$ cat src/rtl/fixed_point_pkg.sv
// Shared defaults and helpers for the fixed-point add arbiter.
package fixed_point_pkg;

    localparam int unsigned DEF_NUM_REQ   = 4;
    localparam int unsigned DEF_WIDTH     = 8;
    localparam int unsigned DEF_FRAC_BITS = 3;

    // Tag width for a requester index; never narrower than one bit.
    function automatic int unsigned id_width(input int unsigned num_req);
        return (num_req > 1) ? $clog2(num_req) : 1;
    endfunction

    // Two's complement add overflows when both operand signs agree and the sum sign differs.
    function automatic logic add_ovf(input logic a_msb, input logic b_msb, input logic s_msb);
        return (a_msb == b_msb) && (s_msb != a_msb);
    endfunction

endpackage

$ cat src/rtl/rr_arbiter.sv
// Round-robin arbiter: combinational one-hot grant searched from a registered priority pointer.
module rr_arbiter
    import fixed_point_pkg::*;
#(
    parameter int unsigned NUM_REQ  = DEF_NUM_REQ,
    parameter int unsigned ID_WIDTH = id_width(NUM_REQ)
) (
    input  logic                clk_i,
    input  logic                rst_i,
    input  logic [NUM_REQ-1:0]  req_i,
    input  logic                en_i,
    input  logic                accept_i,
    output logic [NUM_REQ-1:0]  gnt_c_o,
    output logic [ID_WIDTH-1:0] idx_c_o
);

    logic [ID_WIDTH-1:0] ptr_q;
    logic [ID_WIDTH-1:0] ptr_d;
    logic [ID_WIDTH-1:0] cand;
    logic                found;

    // First requester at or after the pointer, wrapping around.
    always_comb begin
        gnt_c_o = '0;
        idx_c_o = '0;
        found   = 1'b0;
        cand    = '0;
        for (int k = 0; k < int'(NUM_REQ); k++) begin
            cand = ID_WIDTH'((int'(ptr_q) + k) % int'(NUM_REQ));
            if (en_i && !found && req_i[cand]) begin
                found          = 1'b1;
                gnt_c_o[cand]  = 1'b1;
                idx_c_o        = cand;
            end
        end
    end

    always_comb begin
        ptr_d = ptr_q;
        if (accept_i) begin
            ptr_d = (idx_c_o == ID_WIDTH'(NUM_REQ - 1)) ? '0 : idx_c_o + ID_WIDTH'(1);
        end
    end

    always_ff @(posedge clk_i) begin
        if (rst_i) begin
            ptr_q <= '0;
        end else begin
            ptr_q <= ptr_d;
        end
    end

endmodule

$ cat src/rtl/fixed_point_add_arbiter.sv
// One registered signed fixed-point adder shared round-robin between NUM_REQ requesters.
module fixed_point_add_arbiter
    import fixed_point_pkg::*;
#(
    parameter int unsigned NUM_REQ   = DEF_NUM_REQ,
    parameter int unsigned WIDTH     = DEF_WIDTH,
    parameter int unsigned FRAC_BITS = DEF_FRAC_BITS,
    parameter int unsigned ID_WIDTH  = id_width(NUM_REQ)
) (
    input  logic                       CLK,
    input  logic                       RST,
    input  logic [NUM_REQ-1:0]         REQ_VALID,
    output logic [NUM_REQ-1:0]         REQ_READY,
    input  logic [NUM_REQ*WIDTH-1:0]   REQ_A,
    input  logic [NUM_REQ*WIDTH-1:0]   REQ_B,
    output logic                       RSP_VALID,
    input  logic                       RSP_READY,
    output logic [ID_WIDTH-1:0]        RSP_ID,
    output logic [WIDTH-1:0]           RSP_VALUE,
    output logic                       RSP_OVF
);

    logic                can_issue_c;
    logic                issue_c;
    logic [NUM_REQ-1:0]  gnt_c;
    logic [ID_WIDTH-1:0] gidx_c;
    logic [WIDTH-1:0]    a_sel_c;
    logic [WIDTH-1:0]    b_sel_c;
    logic [WIDTH-1:0]    sum_c;
    logic                ovf_c;

    logic                rsp_valid_q, rsp_valid_d;
    logic [ID_WIDTH-1:0] rsp_id_q,    rsp_id_d;
    logic [WIDTH-1:0]    rsp_value_q, rsp_value_d;
    logic                rsp_ovf_q,   rsp_ovf_d;

    // A, B and the sum share one binary point, so FRAC_BITS drives no datapath logic.
    logic frac_cfg_unused;
    assign frac_cfg_unused = (FRAC_BITS < WIDTH);

    // No grant while reset is asserted or while a held result is stalled.
    assign can_issue_c = (!rsp_valid_q || RSP_READY) && !RST;
    assign issue_c     = |gnt_c;
    assign REQ_READY   = gnt_c;

    rr_arbiter #(
        .NUM_REQ  (NUM_REQ),
        .ID_WIDTH (ID_WIDTH)
    ) u_arb (
        .clk_i    (CLK),
        .rst_i    (RST),
        .req_i    (REQ_VALID),
        .en_i     (can_issue_c),
        .accept_i (issue_c),
        .gnt_c_o  (gnt_c),
        .idx_c_o  (gidx_c)
    );

    always_comb begin
        a_sel_c = '0;
        b_sel_c = '0;
        for (int i = 0; i < int'(NUM_REQ); i++) begin
            if (gidx_c == ID_WIDTH'(i)) begin
                a_sel_c = REQ_A[i*WIDTH +: WIDTH];
                b_sel_c = REQ_B[i*WIDTH +: WIDTH];
            end
        end
        sum_c = a_sel_c + b_sel_c;
        ovf_c = add_ovf(a_sel_c[WIDTH-1], b_sel_c[WIDTH-1], sum_c[WIDTH-1]);
    end

    // A new issue overwrites the slot even when it drains on the same edge.
    always_comb begin
        rsp_valid_d = rsp_valid_q;
        rsp_id_d    = rsp_id_q;
        rsp_value_d = rsp_value_q;
        rsp_ovf_d   = rsp_ovf_q;
        if (issue_c) begin
            rsp_valid_d = 1'b1;
            rsp_id_d    = gidx_c;
            rsp_value_d = sum_c;
            rsp_ovf_d   = ovf_c;
        end else if (rsp_valid_q && RSP_READY) begin
            rsp_valid_d = 1'b0;
        end
    end

    always_ff @(posedge CLK) begin
        if (RST) begin
            rsp_valid_q <= 1'b0;
            rsp_id_q    <= '0;
            rsp_value_q <= '0;
            rsp_ovf_q   <= 1'b0;
        end else begin
            rsp_valid_q <= rsp_valid_d;
            rsp_id_q    <= rsp_id_d;
            rsp_value_q <= rsp_value_d;
            rsp_ovf_q   <= rsp_ovf_d;
        end
    end

    assign RSP_VALID = rsp_valid_q;
    assign RSP_ID    = rsp_id_q;
    assign RSP_VALUE = rsp_value_q;
    assign RSP_OVF   = rsp_ovf_q;

endmodule
$ cat config.mk
export PLATFORM = sky130hd
export DESIGN_NAME = fixed_point_add_arbiter
export DESIGN_NICKNAME = d
export VERILOG_FILES = /design/src/rtl/fixed_point_pkg.sv /design/src/rtl/rr_arbiter.sv /design/src/rtl/fixed_point_add_arbiter.sv
export SDC_FILE = /design/constraint.sdc
export NUM_CORES = 1
export LEC_CHECK = 0
export ABC_AREA = 1
export BUFFER_PORTS_ARGS = -buffer_cell sky130_fd_sc_hd__buf_4
export CELL_PAD_IN_SITES_DETAIL_PLACEMENT = 1
export CELL_PAD_IN_SITES_GLOBAL_PLACEMENT = 1
export CORE_MARGIN = 3
export CORE_UTILIZATION = 25
export DETAILED_ROUTE_END_ITERATION = 8
export PLACE_DENSITY_LB_ADDON = 0.08
export SYNTH_ARGS = -nofsm -noshare
export SYNTH_HDL_FRONTEND = slang
export SYNTH_SLANG_ARGS = --single-unit
export TNS_END_PERCENT = 5
$ cat constraint.sdc
create_clock -name CLK -period 10.45 [get_ports CLK]
set_clock_uncertainty 0.05 [all_clocks]
set_input_delay 1.045 -clock CLK [delete_from_list [all_inputs] [get_ports CLK]]
set_output_delay 1.045 -clock CLK [all_outputs]
set_load 0.005 [all_outputs]
==> impl_results.md <==
- CP peak stage delay: 0.60 ns
- Pin count of the biggest net entering global routing: 29
- Post-synth EDFFs: 0
- CP endpoint kind: flip-flop
- Post CTS Setup Buffer Count: 0
- Fmax: 0.186 GHz
- Worst R2R End: RSP_VALUE[6]
- Hold Worst Slack: roughly 0.44 ns
- CP Buf/Inv Count: 4
- Mapped Cells: between 300 and 400
- Status: completed
- TritonCTS clock tree: done
- Max VDD drop: roughly 0.22 mV
- Via Count: between 2k and 2.5k
- Hold_sp: RSP_ID[0]
- Avg Cell Area, Syn: about 5.9 sq um
- Commonest non-fill, non-tap cell in the layout: buf_4
- Die area: between 8000 and 9000 sq um
- Tightest Pin Transition: 0.648 ns
- Layout area overhead: 41.7%
- Xor/xnor share of the synthesized area: roughly 2.9%
- Row cnt: 30
- Post-synthesis compound-gate area fraction: between 10% and 20%
- WP data required: between 10 and 15 ns
- Static Leak: about 1.4 nW
- Hold Crit Depth: 2
- Final GP Congestion: roughly 0.88
- Worst R2R Setup Slack: slightly above 5 ns
- Nets: 476
- Synthesized flop and latch total: 14
- Adder-cell share of the synthesized area: 11.4%
- Number of vias per cell: 4.71
- Layout cells sized above 1: around 27%
- Most frequent CP cell: nand2_1
- Drt pass-1 iters: 4
- Vert. Die Dim: about 91 microns
- Crit path time final: about 5.4 ns
- CTS resizes: 0
- Fin crit share: roughly half
- Hpwl dp: roughly 5600 microns
- All-Layer GR Usage: 15.6%
- Relative slew slack: between 50% and 60%
- Initial DRC count: 41
- Synth cell types: 29
- FF-to-FF path depth: 27
- MaxCap Viol Count: 0
- CTS H-tree lvls: 1
- Diode count: 0
- Worst-Skew Late Latency: roughly 0.24 ns
- Initial Utilization: a little over a quarter
- Hold_buf cts: 0
- CP Class: reg -> reg
- Post-Syn Nets: approximately 400
- Total core area: a little under 7000 sq um
- Cell count along the critical path: 27
- Synth Area in Simple Gates: between 40% and 50%
- Unrepaired setup endpoints after global routing: no
- Startpoint Class: flip-flop
- Number of CTS-inserted buffers: 3
- Setup violations, final: 0
- Reg clk slew, reported paths: 0.06 ns
- Critical path arrival: ~5.5 ns
- Min-Delay Endpoint: RSP_ID[0]
- Slowest CP cell: clkinv_1
- FFs w/ async S/R, synth: 0%
- Multiplexer area fraction after synthesis: 0%
- Deepest clock path buffer count: 2
- Max FO, Critical Path: 18
- Power Density: 423 nW/um^2
- Chip Width: 91.3 microns
- Clock root buffer: clkbuf_8
- Routed Antenna Nets: 0
- HP Class: reg -> reg
- Most frequent cells in the layout: buf_4 (86), nand2_1 (61), nor2_1 (59)
- WL/cell: 13.6 microns
- Initial antenna violation count: 0
- Vias in the first global route: between 2k and 2.5k
- Total number of yosys warnings: 0
- Top FF cell, synth: dfxtp_1
- Largest family of logic cells by synthesized area: simple AND/OR/NAND/NOR gates
- # IOs: 87
- Total power: approximately 1.1 mW
- Num Clock Sinks: 14
- Final Hold Fails: 0
- Input/output buffers: 86
- Family with the most delay on the worst path: simple AND/OR/NAND/NOR gates
- First-pass GRT wire length: 10900 microns
- Remaining DRCs: 0
- Syn Std Cell Area: around 1800 sq um
- Max Transition Viols Final: 0
- R2R Path Start: u_arb.ptr_q[0]
- Setup total negative slack: 0 ns
- Remaining global-route overflow: 0
- Sequential cell area fraction in the yosys report: around 15%
- Routed WL: about 6600 microns
-- area by class of cell --
| type | instances | area (sq um) |
|---|---|---|
| clock buffer | 4 | 55.1 |
| fill | 941 | 4360 |
| inverter | 28 | 105 |
| multi-input combinational | 256 | 1370 |
| sequential | 14 | 280 |
| tap | 96 | 120 |
| timing repair buffer | 86 | 646 |
-- report_power, final --
group / internal [mW] / switching (mW)
clock network: 0.0334 / 0.0194
logic: 0.367 / 0.583
registers: 0.0752 / 0.0136
total: 0.476 / 0.616
-- per-stage QoR --
| stage | utilization, % | instances | instance area, sq um | worst slack, ns |
|---|---|---|---|---|
| after floorplan | - | 310 | 1820 | 5.98 |
| after global placement | 36.4 | 480 | 2520 | 5.04 |
| after detailed placement | 36.4 | 480 | 2520 | 4.94 |
| after CTS | 37.2 | 484 | 2580 | 5.09 |
| after global routing | 37.2 | 484 | 2580 | 4.57 |
| final | 37.2 | 484 | 2580 | 5.07 |
-- flip-flops by register name, summed over array words and instances (netlist names) --
name / count
RSP_ID: 2
u_arb.ptr_q: 2
RSP_VALID: 1
RSP_OVF: 1
RSP_VALUE: 8
-- cell families after synthesis --
kind of cell	after synthesis
XOR/XNOR	6
flip-flops	14
AO/OA/AOI/OAI	60
buffers and inverters	40
adder cells (fa/ha/maj)	16
AND/OR/NAND/NOR	174
-- worst max path at each step --
stage              startpoint            to
5_1_grt        u_arb.ptr_q[0]  RSP_VALUE[6]
4_1_cts        u_arb.ptr_q[0]  RSP_VALUE[6]
3_5_place_dp     REQ_VALID[1]  RSP_VALUE[6]
2_1_floorplan    REQ_VALID[3]  RSP_VALUE[6]
6_report       u_arb.ptr_q[0]  RSP_VALUE[6]
3_3_place_gp        RSP_READY       RSP_OVF
-- per-layer routing --
layer  global-route usage, %  up-vias  wire, microns
met4                    2.51        0             48
met3                    2.07        4            186
met1                    18.9     1062           2840
met2                    29.4       40           3500
met5                       0        -              0
li1                        -     1175              -
-- synth_stat cells, types with 2 or more instances --
| cell | n | area share (%) |
|---|---|---|
| inv_2 | 2 | 0.41 |
| nand2_1 | 61 | 13 |
| ha_1 | 15 | 10 |
| dfxtp_1 | 14 | 15 |
| nor2_4 | 3 | 1.9 |
| clkbuf_1 | 9 | 1.9 |
| nand3_1 | 33 | 9.1 |
| nor2_1 | 59 | 12 |
| buf_6 | 2 | 1.2 |
| a21oi_1 | 36 | 9.9 |
| o21ai_0 | 17 | 4.7 |
| clkinv_1 | 2 | 0.41 |
| xor2_1 | 5 | 2.4 |
| inv_1 | 24 | 4.9 |
| nand3_2 | 6 | 3.3 |
| o211ai_1 | 3 | 1.2 |
| nand3b_1 | 7 | 2.9 |
-- worst register-to-register path, delay by kind of cell (launching register included) --
family | cells | cell delay (ns)
buffers and inverters | 4 | 0.99
xor gates and xnor gates | 1 | 0.15
DFF | 1 | 0.50
AOI/OAI and AO/OA | 3 | 0.32
and+or+nand+nor | 15 | 1.70
adders and majority gates | 4 | 1.58
No activity file was read; power rests on OpenSTA's default activity.
